[config.mk]
export PLATFORM = sky130hd
export DESIGN_NAME = firstband_predictor_multimode
export DESIGN_NICKNAME = d
export VERILOG_FILES = /design/src/rtl/firstband_predictor_multimode.sv
export SDC_FILE = /design/constraint.sdc
export NUM_CORES = 1
export LEC_CHECK = 0
export CAP_MARGIN = 0
export CORE_ASPECT_RATIO = 2
export CORE_MARGIN = 5
export CORE_UTILIZATION = 42
export DETAILED_ROUTE_END_ITERATION = 6
export PLACE_DENSITY = 0.56
export REMOVE_ABC_BUFFERS = 1
export SETUP_SLACK_MARGIN = 0.02
export SKIP_CTS_REPAIR_TIMING = 1
export SLEW_MARGIN = 20
export SYNTH_ARGS = -nofsm -noshare
export SYNTH_HDL_FRONTEND = slang
export SYNTH_SLANG_ARGS = --single-unit
[constraint.sdc]
create_clock -name clk -period 4.78 [get_ports clk]
set_input_delay 0.956 -clock clk [delete_from_list [all_inputs] [get_ports clk]]
set_output_delay 0.956 -clock clk [all_outputs]
set_load 0.01 [all_outputs]
[src/rtl/firstband_predictor_multimode.sv]
// First-band predictor: consumes a raster-scanned block of samples over
// AXI-Stream and emits, per sample, a prediction (average, left or MED)
// paired with the original sample through a one-entry output register.
// Optional feature macro: FIRSTBAND_PREDICTOR_MED_EN. When it is defined,
// mode 1 selects the MED (LOCO-I) predictor. When it is undefined, the
// up-left register and the comparators are left out and mode 1 predicts
// exactly like mode 0 (average).
module firstband_predictor_multimode #(
    parameter int DATA_WIDTH          = 16,
    parameter int BLOCK_WIDTH_LOG_MAX = 4
) (
    input  logic                  clk,
    input  logic                  rst,
    input  logic [1:0]            mode,
    input  logic                  x_valid,
    output logic                  x_ready,
    input  logic [DATA_WIDTH-1:0] x_data,
    input  logic                  x_last_row,
    input  logic                  x_last_slice,
    output logic                  xtilde_valid,
    input  logic                  xtilde_ready,
    output logic [DATA_WIDTH-1:0] xtilde_data,
    output logic [DATA_WIDTH-1:0] xtilde_x,
    output logic                  xtilde_last,
    output logic                  err_overflow,
    output logic                  err_width
);

    localparam int DEPTH = 1 << BLOCK_WIDTH_LOG_MAX;
    localparam int CW    = BLOCK_WIDTH_LOG_MAX;

    typedef enum logic {
        IDLE_BLOCK,
        IN_BLOCK
    } state_t;

    state_t state;
    state_t state_next;

    logic [DATA_WIDTH-1:0] rowbuf [DEPTH];
    logic [CW-1:0]         col;
    logic [CW:0]           row0_len;
    logic [CW:0]           row_len;
    logic                  first_row;
    logic                  wrap_pending;
    logic [1:0]            mode_reg;
    logic [1:0]            mode_eff;
    logic [DATA_WIDTH-1:0] left_val;
    logic [DATA_WIDTH-1:0] up_val;
    logic [DATA_WIDTH-1:0] avg_val;
    logic [DATA_WIDTH-1:0] pred;
    logic                  accept;
    logic                  first_of_block;
    logic                  end_of_row;
    logic                  col_at_max;

`ifdef FIRSTBAND_PREDICTOR_MED_EN
    logic [DATA_WIDTH-1:0] up_left_val;
    logic [DATA_WIDTH-1:0] max_ab;
    logic [DATA_WIDTH-1:0] min_ab;
    logic [DATA_WIDTH-1:0] med_val;
`endif

    assign x_ready        = !rst && (!xtilde_valid || xtilde_ready);
    assign accept         = x_valid && x_ready;
    assign first_of_block = (state == IDLE_BLOCK);
    assign end_of_row     = x_last_row || x_last_slice;
    assign col_at_max     = &col;
    assign row_len        = {1'b0, col} + (CW+1)'(1);
    assign up_val         = rowbuf[col];
    assign mode_eff       = first_of_block ? mode : mode_reg;
    assign avg_val        = DATA_WIDTH'(({1'b0, left_val} + {1'b0, up_val}) >> 1);

    // Block state register: idle until the first sample of a block arrives
    always_ff @(posedge clk) begin
        if (rst) begin
            state <= IDLE_BLOCK;
        end else begin
            state <= state_next;
        end
    end

    // Block FSM next state: a last_slice sample always closes the block
    always_comb begin
        state_next = state;
        case (state)
            IDLE_BLOCK: if (accept && !x_last_slice) state_next = IN_BLOCK;
            IN_BLOCK:   if (accept && x_last_slice)  state_next = IDLE_BLOCK;
            default:    state_next = IDLE_BLOCK;
        endcase
    end

`ifdef FIRSTBAND_PREDICTOR_MED_EN
    // MED predictor: clamp toward min/max of left and up, else planar estimate
    always_comb begin
        max_ab  = (left_val > up_val) ? left_val : up_val;
        min_ab  = (left_val > up_val) ? up_val : left_val;
        med_val = DATA_WIDTH'({1'b0, left_val} + {1'b0, up_val} - {1'b0, up_left_val});
        if (up_left_val >= max_ab) begin
            med_val = min_ab;
        end else if (up_left_val <= min_ab) begin
            med_val = max_ab;
        end
    end
`endif

    // Prediction select: boundary rules first, then the latched interior mode
    always_comb begin
        pred = '0;
        if (wrap_pending) begin
            pred = up_val;
        end else if (first_row) begin
            pred = (col == '0) ? '0 : left_val;
        end else if (col == '0) begin
            pred = up_val;
        end else begin
            case (mode_eff)
                2'd2:    pred = left_val;
`ifdef FIRSTBAND_PREDICTOR_MED_EN
                2'd1:    pred = med_val;
`endif
                default: pred = avg_val;
            endcase
        end
    end

    // Row buffer: the up neighbour is read before this sample overwrites it
    always_ff @(posedge clk) begin
        if (accept) begin
            rowbuf[col] <= x_data;
        end
    end

    // Output register, neighbour history, row/column tracking and sticky errors
    always_ff @(posedge clk) begin
        if (rst) begin
            xtilde_valid <= 1'b0;
            xtilde_data  <= '0;
            xtilde_x     <= '0;
            xtilde_last  <= 1'b0;
            err_overflow <= 1'b0;
            err_width    <= 1'b0;
            col          <= '0;
            row0_len     <= '0;
            first_row    <= 1'b1;
            wrap_pending <= 1'b0;
            mode_reg     <= '0;
            left_val     <= '0;
`ifdef FIRSTBAND_PREDICTOR_MED_EN
            up_left_val  <= '0;
`endif
        end else if (accept) begin
            xtilde_valid <= 1'b1;
            xtilde_data  <= pred;
            xtilde_x     <= x_data;
            xtilde_last  <= x_last_slice;
            left_val     <= x_data;
`ifdef FIRSTBAND_PREDICTOR_MED_EN
            up_left_val  <= up_val;
`endif
            if (first_of_block) begin
                mode_reg <= mode;
            end
            if (wrap_pending) begin
                err_overflow <= 1'b1;
            end
            wrap_pending <= !end_of_row && col_at_max;
            if (end_of_row) begin
                col <= '0;
                if (first_row) begin
                    row0_len <= row_len;
                end else if (row_len != row0_len) begin
                    err_width <= 1'b1;
                end
            end else begin
                col <= col + CW'(1);
            end
            if (x_last_slice) begin
                first_row <= 1'b1;
            end else if (x_last_row) begin
                first_row <= 1'b0;
            end
        end else if (xtilde_ready) begin
            xtilde_valid <= 1'b0;
        end
    end

endmodule

==> impl_metrics.env, run 1 <==
export IMPL_setup_reg_to_reg_worst_slack_ns=0.77
export IMPL_die_width_um=133.5
export IMPL_worstSetupStartpointType="flip-flop"
export IMPL_yosys_register_bits=310
export IMPL_async_reset_ff_share_pct=0
export IMPL_tritoncts="done"
export IMPL_port_buffer_count=60
export IMPL_finish_cell_count_without_fillers=1249
export IMPL_power_per_cell_area_nw_per_um2=369.5
export IMPL_postSynthAreaPerCell_um2=16.35
export IMPL_boundaryPins=61
export IMPL_numClockSinks=310
export IMPL_cell_leakage_power_nw=4.825
export IMPL_synth_yosys_warnings=0
export IMPL_final_setup_viol_count=0
export IMPL_post_route_clock_period_utilization_pct=83.92
export IMPL_final_setup_tns_ns=0
export IMPL_globalRoute_totalOverflow=0
export IMPL_grtUsageTotal_pct=19.69
export IMPL_number_of_flip_flops_in_the_largest_register=256
export IMPL_layout_drive_gt1_share_pct=18.05
export IMPL_grt_max_degree=40
export IMPL_max_flop_register="rowbuf"
export IMPL_cts_buffer_depth=3
export IMPL_drt_pass1_iter_count=6
export IMPL_postLayoutSetupSlackWorst_ns=0.7688
export IMPL_largest_registers="rowbuf: 256 flops, left_val: 16 flops, xtilde_data: 16 flops"
export IMPL_synthDominantAreaCellType="sky130_fd_sc_hd__edfxtp_1"
export IMPL_synth_top_cell_area_share_pct=59.97
export IMPL_die_height_um=257.1
export IMPL_timing_clock_skew_ns=0.01069
export IMPL_vdd_drop_max_mv=0.2161
export IMPL_hpwlAfterDp_um=21390
export IMPL_synth_enable_flop_cells=256
export IMPL_placeableCoreArea_um2=30180
export IMPL_cts_clk_slew_worst_paths_ns=0.07
export IMPL_hold_viol=0
export IMPL_die_area_um2=34330
export IMPL_result_of_the_run="complete, no violations"
export IMPL_cts_made_buffers=28
export IMPL_vias_per_cell=5.997
export IMPL_report_final_slew_viol_count=0
export IMPL_period_needed_ns=4.011
export IMPL_routed_wire_length_per_instance_um=26.98
export IMPL_total_placed_instance_area_um2=13950
export IMPL_worstPathMaxFanout=27
export IMPL_post_synth_instance_area_um2=12820
export IMPL_grt_first_pass_wirelength_um=50540
export IMPL_cp_required_ns=5.21
export IMPL_finish_instance_area_um2=14840
export IMPL_max_slew_worst_pin_slew_ns=0.9097
export IMPL_ctsRootBufferMaster="sky130_fd_sc_hd__clkbuf_16"
export IMPL_route_detailed_drc=0
export IMPL_cts_htree_levels=1
export IMPL_ys_seq_area_share_pct=68.40
export IMPL_antenna_diode_count=0
export IMPL_antenna_found_initial=0
export IMPL_drv_cap=0
export IMPL_detail_route_wirelength_um=33700
export IMPL_gpl_final_weighted_congestion=0.8932
export IMPL_row_count=90
export IMPL_dp_cells=1198
export IMPL_routed_via_count=7490
export IMPL_rsz0062_at_grt="no"
export IMPL_timing_slew_headroom_pct=39.23
export IMPL_netlist_top_cells_area="sky130_fd_sc_hd__edfxtp_1 60%, sky130_fd_sc_hd__mux4_2 14%, sky130_fd_sc_hd__dfxtp_1 8.4%, sky130_fd_sc_hd__ha_1 1.9%, sky130_fd_sc_hd__nand2_1 1.8%"
export IMPL_synthesis_instances=784
export IMPL_postSynth_topFlopCell="sky130_fd_sc_hd__edfxtp_1"
export IMPL_post_place_ws_ns=0.7452
export IMPL_initialDrtViolationCount=648
export IMPL_min_path_type="reg2reg"
export IMPL_max_freq_mhz=249.3
export IMPL_timing_worst_setup_path_type="reg2reg"
export IMPL_yosys_cell_types_count=52
export IMPL_floorplan_initialDensity_pct=42.48
export IMPL_layout_nets=904
export IMPL_grt_pass1_vias=7650
export IMPL_antenna_violating_nets_left=0
export IMPL_endpoint_kind="flip-flop"
export IMPL_worstSkewPairLatency_ns=0.55
export IMPL_cp_arrival_ns=4.45
export IMPL_flow_area_growth_from_synthesis_pct=15.74
[critical path: stages (launching register included)]
cell and delay [ns]:
sky130_fd_sc_hd__dfxtp_4 0.71, sky130_fd_sc_hd__buf_12 0.30, sky130_fd_sc_hd__mux4_2 0.54, sky130_fd_sc_hd__mux4_2 0.51, sky130_fd_sc_hd__ha_1 0.25, sky130_fd_sc_hd__or3_1 0.39, sky130_fd_sc_hd__o21ai_0 0.12, sky130_fd_sc_hd__a211o_1 0.18
sky130_fd_sc_hd__a31oi_1 0.14, sky130_fd_sc_hd__o21ai_1 0.13, sky130_fd_sc_hd__or3b_1 0.35, sky130_fd_sc_hd__a22oi_1 0.14, sky130_fd_sc_hd__o21ai_1 0.07
[report_power, final]
group          total [mW]  switching [mW]  internal [mW]  leakage [nW]
sequential           2.98          0.0368           2.95          2.75
clock                2.16           0.963           1.20         0.424
combinational       0.335           0.191          0.144          1.65
[layer usage]
layer  wire length, um  up-vias  global-route usage (%)
li1                  -     3268                       -
met2             18190      247                   35.51
met4               696        0                   4.720
met3              1336       47                   2.365
met5                 0        -                       0
met1             13480     3928                   25.35
[final timing paths]
path	startpoint	to	depth (start not counted)
max	flip-flop	xtilde_data[13]	12
min	xtilde_last	xtilde_last	2
max reg2reg	flip-flop	xtilde_data[13]	12
min reg2reg	xtilde_last	xtilde_last	2
[logic make-up after synthesis]
kind of cell	after synthesis	synth area share (%)
buffers and inverters	49	1.581
flip-flops	310	68.40
AO/OA/AOI/OAI	120	6.120
adder cells (fa/ha/maj)	20	2.011
AND/OR/NAND/NOR	190	6.774
multiplexers	83	14.29
XOR/XNOR	12	0.8199
[final cells by class]
cell class,count,area (um^2)
well taps,368,460.4
fillers,2540,15340
multi-input cells,425,3857
flip-flops and latches,310,8773
clock inverters,11,97.59
clock buffers,40,785.8
repair buffers,88,835.8
inverters,7,26.28
[synth_stat cells (6+ instances only)]
cell                       number
sky130_fd_sc_hd__dfxtp_1       54
sky130_fd_sc_hd__mux4_2        80
sky130_fd_sc_hd__xnor2_1        8
sky130_fd_sc_hd__inv_1          6
sky130_fd_sc_hd__ha_1          19
sky130_fd_sc_hd__buf_2          6
sky130_fd_sc_hd__o21a_1         7
sky130_fd_sc_hd__a31oi_1       12
sky130_fd_sc_hd__nor2_1        47
sky130_fd_sc_hd__edfxtp_1     256
sky130_fd_sc_hd__o21ai_0        6
sky130_fd_sc_hd__nor3_1        11
sky130_fd_sc_hd__nand2b_1       6
sky130_fd_sc_hd__a22oi_1        7
sky130_fd_sc_hd__a21oi_1       32
sky130_fd_sc_hd__and3_1        15
sky130_fd_sc_hd__buf_1         11
sky130_fd_sc_hd__nand2_1       62
sky130_fd_sc_hd__clkbuf_1      23
sky130_fd_sc_hd__a211oi_1       7
sky130_fd_sc_hd__nand3_1       33
sky130_fd_sc_hd__o21ai_1       17
[layout by cell type, fill, tap and decap left out, types with 4 or more instances in the layout]
| cell | n |
|---|---|
| sky130_fd_sc_hd__edfxtp_1 | 256 |
| sky130_fd_sc_hd__mux4_2 | 80 |
| sky130_fd_sc_hd__nand2_1 | 61 |
| sky130_fd_sc_hd__clkdlybuf4s50_1 | 60 |
| sky130_fd_sc_hd__dfxtp_1 | 52 |
| sky130_fd_sc_hd__nor2_1 | 44 |
| sky130_fd_sc_hd__nand3_1 | 33 |
| sky130_fd_sc_hd__a21oi_1 | 32 |
| sky130_fd_sc_hd__clkbuf_16 | 28 |
| sky130_fd_sc_hd__buf_4 | 26 |
| sky130_fd_sc_hd__ha_1 | 19 |
| sky130_fd_sc_hd__o21ai_1 | 17 |
| sky130_fd_sc_hd__and3_1 | 15 |
| sky130_fd_sc_hd__a31oi_1 | 12 |
| sky130_fd_sc_hd__nor3_1 | 11 |
| sky130_fd_sc_hd__xnor2_1 | 8 |
| sky130_fd_sc_hd__clkbuf_1 | 8 |
| sky130_fd_sc_hd__a211oi_1 | 7 |
| sky130_fd_sc_hd__o21a_1 | 7 |
| sky130_fd_sc_hd__a22oi_1 | 7 |
| sky130_fd_sc_hd__inv_1 | 6 |
| sky130_fd_sc_hd__nand2b_1 | 6 |
| sky130_fd_sc_hd__o21ai_0 | 6 |
| sky130_fd_sc_hd__o21bai_1 | 5 |
| sky130_fd_sc_hd__o31ai_1 | 5 |
| sky130_fd_sc_hd__nor2b_1 | 4 |
| sky130_fd_sc_hd__xor2_1 | 4 |
| sky130_fd_sc_hd__clkbuf_8 | 4 |
[metrics by stage]
| stage | hold WS, ns | power, mW | utilization [%] |
|---|---|---|---|
| after global routing | 0.4958 | 5.673 | 49.16 |
| after global placement | 0.4467 | 3.369 | 46.23 |
| after CTS | 0.4597 | 5.531 | 49.15 |
| after detailed placement | 0.4508 | 3.377 | 46.23 |
| final | 0.4543 | 5.482 | 49.16 |
| after floorplan | 0.4413 | 3.212 | - |
Power figures use the tool's default switching activity.
==> inputs of run 2 (changes only) <==
--- a/config.mk
+++ b/config.mk
@@ -10,7 +10,7 @@
 export CORE_MARGIN = 5
 export CORE_UTILIZATION = 42
 export DETAILED_ROUTE_END_ITERATION = 6
-export PLACE_DENSITY = 0.56
+export PLACE_DENSITY = 0.58
 export REMOVE_ABC_BUFFERS = 1
 export SETUP_SLACK_MARGIN = 0.02
 export SKIP_CTS_REPAIR_TIMING = 1
==> constraint.sdc (replaced) <==
create_clock -name clk -period 3.4 [get_ports clk]
set_input_delay 0.68 -clock clk [delete_from_list [all_inputs] [get_ports clk]]
set_output_delay 0.68 -clock clk [all_outputs]
set_load 0.01 [all_outputs]
==> run 2 against run 1 <==
The flow now finishes with violations (negative setup slack). Combinational power is 74% higher. Clock power increased by 57%. Worst hold slack better by 0.0062 ns. Global-route usage is 0.68 points higher. Core utilization increased by 3.0 points. First-iteration DRC count is 16% lower. Die area stayed put. Routed wire length grew 5.6%. Largest power group unchanged. Highest routed layer unchanged.
==> impl_metrics.env, run 2 (synthesis gave the netlist of run 1 again) <==
export IMPL_row_count=90
export IMPL_cp_required_ns=3.86
export IMPL_area_taken_by_flip_flops_and_latches_um2=8773
export IMPL_hold_viol=0
export IMPL_violations="negative setup slack"
export IMPL_tritoncts="done"
export IMPL_crit_path_max_incr_delay_ns=0.53
export IMPL_finish_instance_area_um2=15760
export IMPL_placeableCoreArea_um2=30180
export IMPL_cts_clk_slew_worst_paths_ns=0.07
export IMPL_cp_arrival_ns=4.07
export IMPL_boundaryPins=61
export IMPL_cts_htree_levels=1
export IMPL_antenna_diode_count=0
export IMPL_port_buffer_count=60
export IMPL_vdd_drop_max_mv=0.3665
export IMPL_worstPathMaxFanout=5
export IMPL_flow_area_growth_from_synthesis_pct=22.91
export IMPL_final_setup_tns_ns=-0.9323
export IMPL_floorplan_initialDensity_pct=42.48
export IMPL_cp_endpoint="xtilde_data[9]"
export IMPL_total_placed_instance_area_um2=14450
export IMPL_post_route_clock_period_utilization_pct=106.1
export IMPL_crit_buf_inv=3
export IMPL_critical_path_slowest_cell="sky130_fd_sc_hd__mux4_2"
export IMPL_grtUsageTotal_pct=20.37
export IMPL_worstSetupStartpointType="flip-flop"
export IMPL_drv_cap=0
export IMPL_fillers=2441
export IMPL_timing_slew_headroom_pct=33.58
export IMPL_multiInputGateArea_um2=4030
export IMPL_reg2reg_to="xtilde_data[9]"
export IMPL_rsz0062_at_grt="yes"
export IMPL_postLayoutSetupSlackWorst_ns=-0.2086
export IMPL_die_area_um2=34330
export IMPL_layout_drive_gt1_share_pct=26.43
export IMPL_cp_depth=15
export IMPL_max_flop_register="rowbuf"
export IMPL_worstRegToRegCells=15
export IMPL_routed_via_count=7768
export IMPL_result_of_the_run="complete, but fails checks"
export IMPL_initialDrtViolationCount=546
export IMPL_numClockSinks=310
export IMPL_grt_max_degree=59
export IMPL_final_setup_viol_count=8
export IMPL_max_freq_mhz=277.1
export IMPL_cts_made_buffers=26
export IMPL_globalRoute_totalOverflow=0
export IMPL_min_path_type="reg2reg"
export IMPL_layout_cells_most_common_list="256 x sky130_fd_sc_hd__edfxtp_1, 80 x sky130_fd_sc_hd__mux4_2, 75 x sky130_fd_sc_hd__buf_4, 61 x sky130_fd_sc_hd__nand2_1, 60 x sky130_fd_sc_hd__clkdlybuf4s50_1"
export IMPL_detail_route_wirelength_um=35590
export IMPL_hpwlAfterDp_um=22480
export IMPL_vias_per_cell=5.930
export IMPL_antenna_found_initial=0
export IMPL_path_cells="buf_12, buf_4, mux4_2, mux4_2, ha_4, nor2b_4, o21a_1, o21ai_2, buf_4, a211oi_2, o21a_1, o21ai_2, a211oi_2, a311oi_2, o31ai_1"
export IMPL_setup_reg_to_reg_worst_slack_ns=-0.21
export IMPL_max_slew_worst_pin_slew_ns=0.9943
export IMPL_timing_worst_setup_path_type="reg2reg"
export IMPL_grt_first_pass_wirelength_um=51390
export IMPL_timing_hold_worst_path_depth=2
export IMPL_routed_wire_length_per_instance_um=27.17
export IMPL_largest_registers="rowbuf: 256 flops, left_val: 16 flops, xtilde_data: 16 flops"
export IMPL_die_height_um=257.1
export IMPL_worstSkewPairLatency_ns=0.55
export IMPL_top_family_by_delay_on_critical_path="compound AO/OA/AOI/OAI gates"
export IMPL_power_per_cell_area_nw_per_um2=518.7
export IMPL_grt_pass1_vias=8028
export IMPL_die_width_um=133.5
export IMPL_route_detailed_drc=0
export IMPL_finalCoreUtilization_pct=52.21
export IMPL_layout_nets=967
export IMPL_number_of_flip_flops_in_the_largest_register=256
export IMPL_cell_leakage_power_nw=5.257
export IMPL_antenna_violating_nets_left=0
export IMPL_period_needed_ns=3.609
export IMPL_gpl_final_weighted_congestion=0.9468
export IMPL_report_final_slew_viol_count=0
export IMPL_timing_clock_skew_ns=0.01067
export IMPL_total_power_mw=8.173
export IMPL_most_common_cell_after_layout_fill_and_taps_aside="sky130_fd_sc_hd__edfxtp_1"
export IMPL_ctsRootBufferMaster="sky130_fd_sc_hd__clkbuf_16"
export IMPL_cts_buffer_depth=3
export IMPL_drt_pass1_iter_count=5
export IMPL_endpoint_kind="flip-flop"
==> run 2: cell types whose count changed in the layout (fill, tap and decap cells not counted), moves of 3 or more <==
cell / previous run / this run
sky130_fd_sc_hd__clkbuf_1: 8 / 3
sky130_fd_sc_hd__bufinv_16: 1 / 8
sky130_fd_sc_hd__o21ai_2: 0 / 6
sky130_fd_sc_hd__clkbuf_8: 4 / 0
sky130_fd_sc_hd__buf_4: 26 / 75
sky130_fd_sc_hd__buf_12: 2 / 13
sky130_fd_sc_hd__ha_4: 0 / 7
sky130_fd_sc_hd__buf_6: 0 / 4
sky130_fd_sc_hd__ha_1: 19 / 12
sky130_fd_sc_hd__o21ai_1: 17 / 14
sky130_fd_sc_hd__o21ai_0: 6 / 3
==> run 2: per-stage QoR <==
step / worst slack [ns] / instances / hold slack [ns]
floorplan: -2.178 / 742 / 0.4413
global placement: -0.2178 / 1248 / 0.4509
detailed placement: -0.2777 / 1248 / 0.4560
CTS: -0.2890 / 1295 / 0.4655
global route: -0.3350 / 1310 / 0.4713
finish: -0.2086 / 1310 / 0.4605
==> run 2: cell type report <==
type	instances	area share, %
clock buffers	29	4.201
clock inverters	18	1.962
inverters	7	0.1668
multi-input cells	425	25.58
flip-flops and latches	310	55.69
well taps	368	2.922
repair buffers	153	9.482
==> run 2: worst min path at each step <==
stage	startpoint	endpoint	slack (ns)
finish	xtilde_data[3]	xtilde_data[3]	0.46
CTS	xtilde_data[3]	xtilde_data[3]	0.47
floorplan	mode_reg[1]	mode_reg[1]	0.44
global placement	err_overflow	err_overflow	0.45
global route	xtilde_data[3]	xtilde_data[3]	0.47
detailed placement	xtilde_data[3]	xtilde_data[3]	0.46
==> run 2: power breakdown <==
| part | internal, mW | switching [mW] | total (mW) |
|---|---|---|---|
| sequential | 4.14 | 0.0508 | 4.19 |
| combinational | 0.276 | 0.308 | 0.583 |
| clock | 2.02 | 1.38 | 3.40 |
==> run 2: per-layer routing <==
metal / wire [um] / global-route usage (%) / vias to the layer above
met5: 0 / 0 / -
met4: 1868 / 9.182 / 0
met3: 1566 / 2.267 / 70
met2: 19340 / 37.70 / 265
met1: 12820 / 23.44 / 4036
li1: - / - / 3397
==> run 2: tightest hold or removal path, cell delays in order (launching register included) <==
cell and delay (ns):
sky130_fd_sc_hd__dfxtp_1 0.31, sky130_fd_sc_hd__nand3_1 0.06, sky130_fd_sc_hd__o21ai_1 0.05
==> inputs of run 3 (changes only) <==
==> constraint.sdc (replaced) <==
create_clock -name clk -period 3.2 [get_ports clk]
set_input_delay 0.64 -clock clk [delete_from_list [all_inputs] [get_ports clk]]
set_output_delay 0.64 -clock clk [all_outputs]
set_load 0.01 [all_outputs]
==> run 3 against run 2 <==
The run still ends with negative setup slack left. Routed wire length is 0.33% lower. Clock-buffer cell count rose by 3. Worst setup slack worse by 0.16 ns. Largest power group unchanged. Highest routed layer unchanged.
==> impl_metrics.env, run 3 (synthesis gave the netlist of run 1 again) <==
export IMPL_hold_viol=0
export IMPL_layout_cells_most_common_list="256 x sky130_fd_sc_hd__edfxtp_1, 80 x sky130_fd_sc_hd__mux4_2, 73 x sky130_fd_sc_hd__buf_4, 61 x sky130_fd_sc_hd__nand2_1, 60 x sky130_fd_sc_hd__clkdlybuf4s50_1"
export IMPL_cp_required_ns=3.65
export IMPL_die_height_um=257.1
export IMPL_layout_drive_gt1_share_pct=27.70
export IMPL_vias_per_cell=5.915
export IMPL_dp_cells=1257
export IMPL_numClockSinks=310
export IMPL_fin_worst_hold_slack_ns=0.4691
export IMPL_layout_nets=976
export IMPL_post_place_ws_ns=-0.4616
export IMPL_hpwlAfterDp_um=22800
export IMPL_detail_route_wirelength_um=35480
export IMPL_endpoint_kind="flip-flop"
export IMPL_max_freq_mhz=280.1
export IMPL_rsz0062_at_grt="yes"
export IMPL_worstSetupStartpointType="flip-flop"
export IMPL_timing_worst_setup_path_type="reg2reg"
export IMPL_finish_cell_count_without_fillers=1321
export IMPL_total_power_mw=8.593
export IMPL_die_width_um=133.5
export IMPL_cp_arrival_ns=4.02
export IMPL_power_per_cell_area_nw_per_um2=538.6
export IMPL_period_needed_ns=3.570
export IMPL_antenna_violating_nets_left=0
export IMPL_flow_area_growth_from_synthesis_pct=24.47
export IMPL_floorplan_initialDensity_pct=42.48
export IMPL_cts_made_buffers=27
export IMPL_max_slew_worst_pin_slew_ns=0.7227
export IMPL_cts_htree_levels=1
export IMPL_total_placed_instance_area_um2=14640
export IMPL_die_area_um2=34330
export IMPL_routed_wire_length_per_instance_um=26.86
export IMPL_timing_clock_skew_ns=0.01352
export IMPL_max_flop_register="rowbuf"
export IMPL_antenna_found_initial=0
export IMPL_placeableCoreArea_um2=30180
export IMPL_antenna_diode_count=0
export IMPL_ctsRootBufferMaster="sky130_fd_sc_hd__clkbuf_16"
export IMPL_grt_first_pass_wirelength_um=51930
export IMPL_grt_pass1_vias=8076
export IMPL_initialDrtViolationCount=516
export IMPL_post_route_clock_period_utilization_pct=111.6
export IMPL_grt_max_degree=59
export IMPL_worstPathMaxFanout=6
export IMPL_report_final_slew_viol_count=0
export IMPL_timing_slew_headroom_pct=51.64
export IMPL_final_setup_tns_ns=-2.073
export IMPL_row_count=90
export IMPL_tritoncts="done"
export IMPL_fillers=2419
export IMPL_gpl_final_weighted_congestion=0.9685
export IMPL_drt_pass1_iter_count=5
export IMPL_worstSkewPairLatency_ns=0.57
export IMPL_most_common_cell_after_layout_fill_and_taps_aside="sky130_fd_sc_hd__edfxtp_1"
export IMPL_boundaryPins=61
export IMPL_routed_via_count=7814
export IMPL_largest_registers="rowbuf: 256 flops, left_val: 16 flops, xtilde_data: 16 flops"
export IMPL_cell_leakage_power_nw=5.342
export IMPL_globalRoute_totalOverflow=0
export IMPL_min_path_type="reg2reg"
export IMPL_cts_buffer_depth=3
export IMPL_route_detailed_drc=0
export IMPL_final_setup_viol_count=9
export IMPL_port_buffer_count=60
export IMPL_violations="negative setup slack"
export IMPL_vdd_drop_max_mv=0.3195
export IMPL_finalCoreUtilization_pct=52.87
export IMPL_number_of_flip_flops_in_the_largest_register=256
export IMPL_postLayoutSetupSlackWorst_ns=-0.3702
export IMPL_drv_cap=0
export IMPL_grtUsageTotal_pct=20.56
export IMPL_cts_clk_slew_worst_paths_ns=0.07
export IMPL_result_of_the_run="complete, but fails checks"
export IMPL_finish_instance_area_um2=15960
-- run 3: changes by cell type in the layout (fill, tap and decap cells not counted), sizes merged --
cell	previous run	this run
clkinv	7	9
inv	7	9
bufinv	8	5
clkinvlp	3	2
buf	92	101
clkbuf	30	32
-- run 3: worst paths after layout --
check                  from              end  slack, ns  cells after the start
min reg2reg  xtilde_data[3]   xtilde_data[3]       0.47                      2
min          xtilde_data[3]   xtilde_data[3]       0.47                      2
max reg2reg       flip-flop  xtilde_data[13]      -0.37                     13
max               flip-flop  xtilde_data[13]      -0.37                     13
-- run 3: routing by layer --
layer / vias up / share of wire [%] / track usage, %
met4: 0 / 4.2 / 8.638
met1: 4059 / 36 / 23.84
met2: 268 / 55 / 38.16
met5: - / 0 / 0
met3: 72 / 4.6 / 2.287
li1: 3415 / - / -
-- run 3: area by class of cell --
type	instances	area [um^2]	area share [%]
Sequential cell	310	8773	54.99
Multi-Input combinational cell	425	4059	25.44
Timing Repair Buffer	161	1678	10.52
Clock buffer	32	714.4	4.478
Tap cell	368	460.4	2.886
Clock inverter	18	244.0	1.529
Inverter	7	26.28	0.1647
-- run 3: power breakdown --
group | switching (mW) | total (mW) | internal [mW]
combinational | 0.333 | 0.635 | 0.302
clock | 1.49 | 3.51 | 2.02
sequential | 0.0490 | 4.45 | 4.40
total | 1.87 | 8.59 | 6.72
-- run 3: worst max-delay path, cell delays in order (launching register included) --
cell and delay (ns):
sky130_fd_sc_hd__dfxtp_4 0.43, sky130_fd_sc_hd__buf_8 0.16, sky130_fd_sc_hd__buf_12 0.11, sky130_fd_sc_hd__mux4_2 0.48, sky130_fd_sc_hd__mux4_2 0.56, sky130_fd_sc_hd__ha_4 0.25
sky130_fd_sc_hd__or3_4 0.36, sky130_fd_sc_hd__o21ai_2 0.07, sky130_fd_sc_hd__a211o_1 0.19, sky130_fd_sc_hd__a31oi_4 0.12, sky130_fd_sc_hd__o21ai_1 0.12, sky130_fd_sc_hd__or3b_1 0.36
sky130_fd_sc_hd__a22oi_1 0.15, sky130_fd_sc_hd__o21ai_1 0.08
